File: src/rtl/sqrt_arbiter.sv
// sqrt_arbiter: round-robin front end that shares one iterative square-root unit
// among N_REQ requesters and returns each result to its owner; a watchdog aborts hung jobs.
module sqrt_arbiter #(
  parameter int N_REQ   = 4,
  parameter int WIDTH   = 16,
  parameter int TIMEOUT = 64
) (
  input  logic                   clk,
  input  logic                   rst_n,
  input  logic [N_REQ-1:0]       req_valid,
  output logic [N_REQ-1:0]       req_ready,
  input  logic [N_REQ*WIDTH-1:0] req_rad,
  output logic [N_REQ-1:0]       rsp_valid,
  input  logic [N_REQ-1:0]       rsp_ready,
  output logic [WIDTH-1:0]       rsp_root,
  output logic [WIDTH-1:0]       rsp_rem,
  output logic                   rsp_err,
  output logic                   sq_start,
  output logic [WIDTH-1:0]       sq_rad,
  input  logic                   sq_busy,
  input  logic                   sq_valid,
  input  logic [WIDTH-1:0]       sq_root,
  input  logic [WIDTH-1:0]       sq_rem
);

  localparam int IDX_W = $clog2(N_REQ);
  localparam int WD_W  = $clog2(TIMEOUT + 1);

  localparam logic [1:0] IDLE  = 2'd0;
  localparam logic [1:0] ISSUE = 2'd1;
  localparam logic [1:0] RUN   = 2'd2;
  localparam logic [1:0] RESP  = 2'd3;

  localparam logic [WD_W-1:0] WD_MAX  = '1;
  localparam logic [WD_W-1:0] WD_LAST = WD_W'(TIMEOUT - 1);

  logic [1:0]       state;
  logic [IDX_W-1:0] last_grant;
  logic [IDX_W-1:0] owner;
  logic [IDX_W-1:0] grant_idx;
  logic             grant_any;
  logic [WIDTH-1:0] grant_rad;
  logic [N_REQ-1:0] owner_oh;
  logic [WD_W-1:0]  watchdog;
  logic             done;
  logic             expired;

  // Search starts just past the last winner so the requester just served ranks lowest.
  always_comb begin
    int cand;
    cand      = 0;
    grant_any = 1'b0;
    grant_idx = '0;
    for (int i = 1; i <= N_REQ; i++) begin
      cand = (int'(last_grant) + i) % N_REQ;
      if (!grant_any && req_valid[cand[IDX_W-1:0]]) begin
        grant_any = 1'b1;
        grant_idx = cand[IDX_W-1:0];
      end
    end
  end

  always_comb begin
    grant_rad = '0;
    for (int k = 0; k < N_REQ; k++) begin
      if (grant_idx == IDX_W'(k)) grant_rad = req_rad[k*WIDTH +: WIDTH];
    end
  end

  always_comb begin
    owner_oh        = '0;
    owner_oh[owner] = 1'b1;
  end

  always_comb begin
    req_ready = '0;
    if (rst_n && state == IDLE && grant_any) req_ready[grant_idx] = 1'b1;
  end

  // The first RUN cycle is skipped because the unit only raises busy then.
  assign done    = (watchdog != '0) && !sq_busy && sq_valid;
  assign expired = (watchdog == WD_LAST);

  always_ff @(posedge clk or negedge rst_n) begin
    if (!rst_n) begin
      state      <= IDLE;
      last_grant <= IDX_W'(N_REQ - 1);
      owner      <= '0;
      watchdog   <= '0;
      sq_start   <= 1'b0;
      sq_rad     <= '0;
      rsp_valid  <= '0;
      rsp_root   <= '0;
      rsp_rem    <= '0;
      rsp_err    <= 1'b0;
    end else begin
      case (state)
        IDLE: begin
          if (grant_any) begin
            sq_rad     <= grant_rad;
            owner      <= grant_idx;
            last_grant <= grant_idx;
            sq_start   <= 1'b1;
            state      <= ISSUE;
          end
        end
        ISSUE: begin
          sq_start <= 1'b0;
          watchdog <= '0;
          state    <= RUN;
        end
        RUN: begin
          if (watchdog != WD_MAX) watchdog <= watchdog + 1'b1;
          if (done) begin
            rsp_root  <= sq_root;
            rsp_rem   <= sq_rem;
            rsp_err   <= 1'b0;
            rsp_valid <= owner_oh;
            state     <= RESP;
          end else if (expired) begin
            rsp_root  <= '0;
            rsp_rem   <= '0;
            rsp_err   <= 1'b1;
            rsp_valid <= owner_oh;
            state     <= RESP;
          end
        end
        RESP: begin
          if (rsp_ready[owner]) begin
            rsp_valid <= '0;
            state     <= IDLE;
          end
        end
        default: state <= IDLE;
      endcase
    end
  end

endmodule

File: config.mk
export PLATFORM = sky130hd
export DESIGN_NAME = sqrt_arbiter
export DESIGN_NICKNAME = d
export VERILOG_FILES = /design/src/rtl/sqrt_arbiter.sv
export SDC_FILE = /design/constraint.sdc
export NUM_CORES = 1
export LEC_CHECK = 0
export BUFFER_PORTS_ARGS = -buffer_cell sky130_fd_sc_hd__clkbuf_2
export CAP_MARGIN = 10
export CELL_PAD_IN_SITES_DETAIL_PLACEMENT = 1
export CELL_PAD_IN_SITES_GLOBAL_PLACEMENT = 1
export CORE_ASPECT_RATIO = 0.6
export CORE_MARGIN = 2
export CORE_UTILIZATION = 35
export CTS_CLUSTER_DIAMETER = 80
export CTS_CLUSTER_SIZE = 40
export DETAILED_ROUTE_END_ITERATION = 10
export GPL_TIMING_DRIVEN = 0
export PLACE_DENSITY_LB_ADDON = 0.2
export SETUP_SLACK_MARGIN = 0.02
export SLEW_MARGIN = 30
export SYNTH_ARGS = -nofsm -noshare
export SYNTH_HDL_FRONTEND = slang
export SYNTH_SLANG_ARGS = --single-unit
File: constraint.sdc
create_clock -name clk -period 5.1 [get_ports clk]
set_input_delay 0 -clock clk [delete_from_list [all_inputs] [get_ports clk]]
set_output_delay 0 -clock clk [all_outputs]
set_load 0.02 [all_outputs]
==> summary.txt <==
Final layout
  • Area delta synth->final: 51.7%
  • Number of diodes: 0
  • Layout cells sized above 1: 41.5%
  • Nets@finish: 640

Synthesis
  • Most numerous cell in the Yosys netlist: dfrtp_1
  • Synth top area share: 47.3%
  • Register bit total from synthesis: 67
  • Sequential share of the synthesized area: between 40% and 50%
  • Netlist cell types: 46
  • Yosys top cell by area: dfrtp_1
  • Synthesized area: around 3400 um^2
  • YS warnings: 0
  • Main synth FF type: dfrtp_1
  • Ys async rst share: 100%
  • Mapped Cells: 309
  • Commonest cells in the netlist: 65 x dfrtp_1, 32 x a22o_1, 30 x a211oi_1, 23 x inv_1, 23 x nor2_1
  • Top cells by area, synth: dfrtp_1 47%, a22o_1 8.2%, a211oi_1 6.6%
  • Syn Area/Cell: 11.1 um^2
  • Synthesized Nets: 424
  • EDFF count, synth: 0

Worst setup path
  • Critical Path End Type: flip-flop
  • Crit path cell chain: mux2i_1 -> o22ai_1 -> a21o_1 -> buf_4 -> buf_6 -> mux2i_1 -> dlygate4sd3_1 -> a211oi_1
  • CP max stage delay: 0.60 ns
  • CP bufs+invs: 3
  • Critical path data arrival time: 2.76 ns
  • Worst path most repeated cell: mux2i_1
  • Startpoint Class: flip-flop
  • Critical path type: reg2reg
  • CP max stage cell: dfstp_2
  • Critical Path Fanout Max: 10
  • Crit path max-delay family: buffers and inverters
  • CP required: between 5 and 6 ns

Detailed routing
  • WL/cell: 17.4 um
  • DR DRC count: 0
  • 1st-iter DRT viols: 95
  • DR top layer: met4
  • WL met3: approximately 590 um
  • First-pass detailed-route iteration total: 4
  • Via/cell ratio: approximately 5
  • Met2 wire len: approximately 5.6 mm
  • Vias: 3,384
  • Antenna Violating Nets Remaining: 0
  • Post-Route WL: 11.5 mm
  • Metal-1 WL: 5.18 mm

CTS
  • Clk_lat worst skew: 0.34 ns
  • Root buffer cell: clkbuf_16
  • Clock sink count: 67
  • TritonCTS buffer count: 9
  • # H-tree levels: 3
  • Resize count post-CTS: 0
  • Setup Buffers After CTS: 0
  • TritonCTS clock tree: done
  • Post-CTS Hold Fix Bufs: 39
  • Reg clk slew, reported paths: 0.06 ns
  • Clk buf depth: 2

Floorplanning
  • Die height: roughly 80 um
  • Placeable Area: 9360 um^2
  • Initial Util: 36.7%
  • Row count: 27
  • Full die area: 10,700 um^2
  • DIE WIDTH: 132 um
  • IO Pins: between 150 and 200

Global route
  • Global route total overflow: 0
  • Initial antenna violation count: 0
  • Largest net degree at the start of global routing: 48
  • Vias in the first global route: 3,627
  • First-pass GRT wire length: 18.4 mm
  • Total GRT Usage: 22.0%

Timing
  • RSZ-0062 raised after global routing: no
  • Minimum clock period after layout: about 2.5 ns
  • Final Max Slew Viols: 0
  • Tightest Pin Transition: 0.693 ns
  • # setup viols final: 0
  • Fmax: 397 MHz
  • Final hold violation count: 0
  • Setup TNS Final: 0 ns
  • Worst clock skew: around 0.0049 ns
  • Relative slew slack: 53.8%
  • Final worst path period share: 49.4%
  • Hold Slack: 0.00269 ns

Power and ir drop
  • Peak VDD IR: 0.230 mV
  • P per Cell Area: ~610 nW/um^2
  • Overall power: 3.16 mW
  • Leak: 2.62 nW

Place
  • GP Congestion: between 0.8 and 0.9
  • Port Buffers: around 170
  • DP HPWL: 8.16 mm

Outcome
  • Status: finished clean

Job
  • Maxcap violations: 0

Worst hold path
  • Hold Path Class: in2reg
[registers in the layout (all words and copies together), names as in the netlist]
register    cells
rsp_rem        16
rsp_root       16
sq_rad         16
watchdog        7
rsp_valid       4
last_grant      2
owner           2
state           2
rsp_err         1
sq_start        1
[logic make-up (layout without fill, tap and decap cells)]
| logic type | after synthesis | after routing | share of synthesized area, % |
|---|---|---|---|
| xor+xnor | 2 | 2 | 0.510 |
| compound gates | 95 | 95 | 23.2 |
| buf+inv | 42 | 263 | 6.48 |
| fa+ha+maj | 7 | 7 | 2.55 |
| mux | 27 | 27 | 8.48 |
| simple gates | 69 | 69 | 9.94 |
| flops | 67 | 67 | 48.9 |
[worst paths after layout]
check	start	to	slack (ns)	depth (start not counted)
worst max register to register	last_grant[1]$_DFFE_PN1P_	sq_rad[9]$_DFFE_PN0P_	2.58	8
worst max-delay path	last_grant[1]$_DFFE_PN1P_	sq_rad[9]$_DFFE_PN0P_	2.58	8
worst min-delay path	req_rad[8]	sq_rad[8]$_DFFE_PN0P_	0.003	3
worst min register to register	rsp_root[14]$_DFFE_PN0P_	rsp_root[14]$_DFFE_PN0P_	0.50	1
max in group asynchronous	rst_n	last_grant[0]$_DFFE_PN1P_	4.36	3
min in group asynchronous	rst_n	sq_rad[6]$_DFFE_PN0P_	0.14	2
[worst reg2reg max path, stage by stage (launching register included)]
cell           delay [ns]
dfstp_2              0.60
mux2i_1              0.23
o22ai_1              0.15
a21o_1               0.19
buf_4                0.18
buf_6                0.17
mux2i_1              0.12
dlygate4sd3_1        0.57
a211oi_1             0.22
[metrics by stage]
stage | utilization, % | std cells | setup slack (ns) | area (um^2)
final | 55.7 | 660 | 2.58 | 5210
after global routing | 55.7 | 660 | 2.46 | 5210
after CTS | 55.7 | 660 | 2.60 | 5210
after detailed placement | 47.6 | 605 | 2.89 | 4460
after global placement | 47.3 | 604 | 2.96 | 4430
after floorplan | - | 309 | 3.07 | 3440
[layer usage]
layer / up-vias / global-route usage [%]
met5: - / 0
met4: 0 / 5.43
met3: 11 / 5.68
met2: 102 / 38.2
met1: 1688 / 28.0
li1: 1583 / -
[power breakdown]
part,total (mW),switching (mW),internal [mW]
combinational,1.45,0.847,0.608
sequential,0.943,0.167,0.776
clock,0.765,0.236,0.529
total,3.16,1.25,1.91
[cell type report]
| cell class | instances | area, um^2 |
|---|---|---|
| multi-input combinational | 200 | 1540 |
| timing repair buffer | 205 | 1250 |
| buffer | 19 | 136 |
| tap | 130 | 163 |
| inverter | 23 | 86.3 |
| clock buffer | 10 | 229 |
| sequential | 67 | 1680 |
| fill | 1076 | 4150 |
| clock inverter | 6 | 138 |
[cells in the final DEF (no fill, tap or decap), drive strengths merged, types with 3 or more instances in the layout]
cell type,instances
clkbuf,179
dfrtp,65
dlygate4sd3,39
a22o,34
a211oi,30
inv,23
nor2,23
mux2i,19
nand2,16
buf,16
nand3,14
mux2,7
ha,7
a221o,6
o21ai,6
a21oi,5
bufinv,4
nor2b,4
nor3,3
a31oi,3
Note: power is estimated with default switching activity, not from simulation.
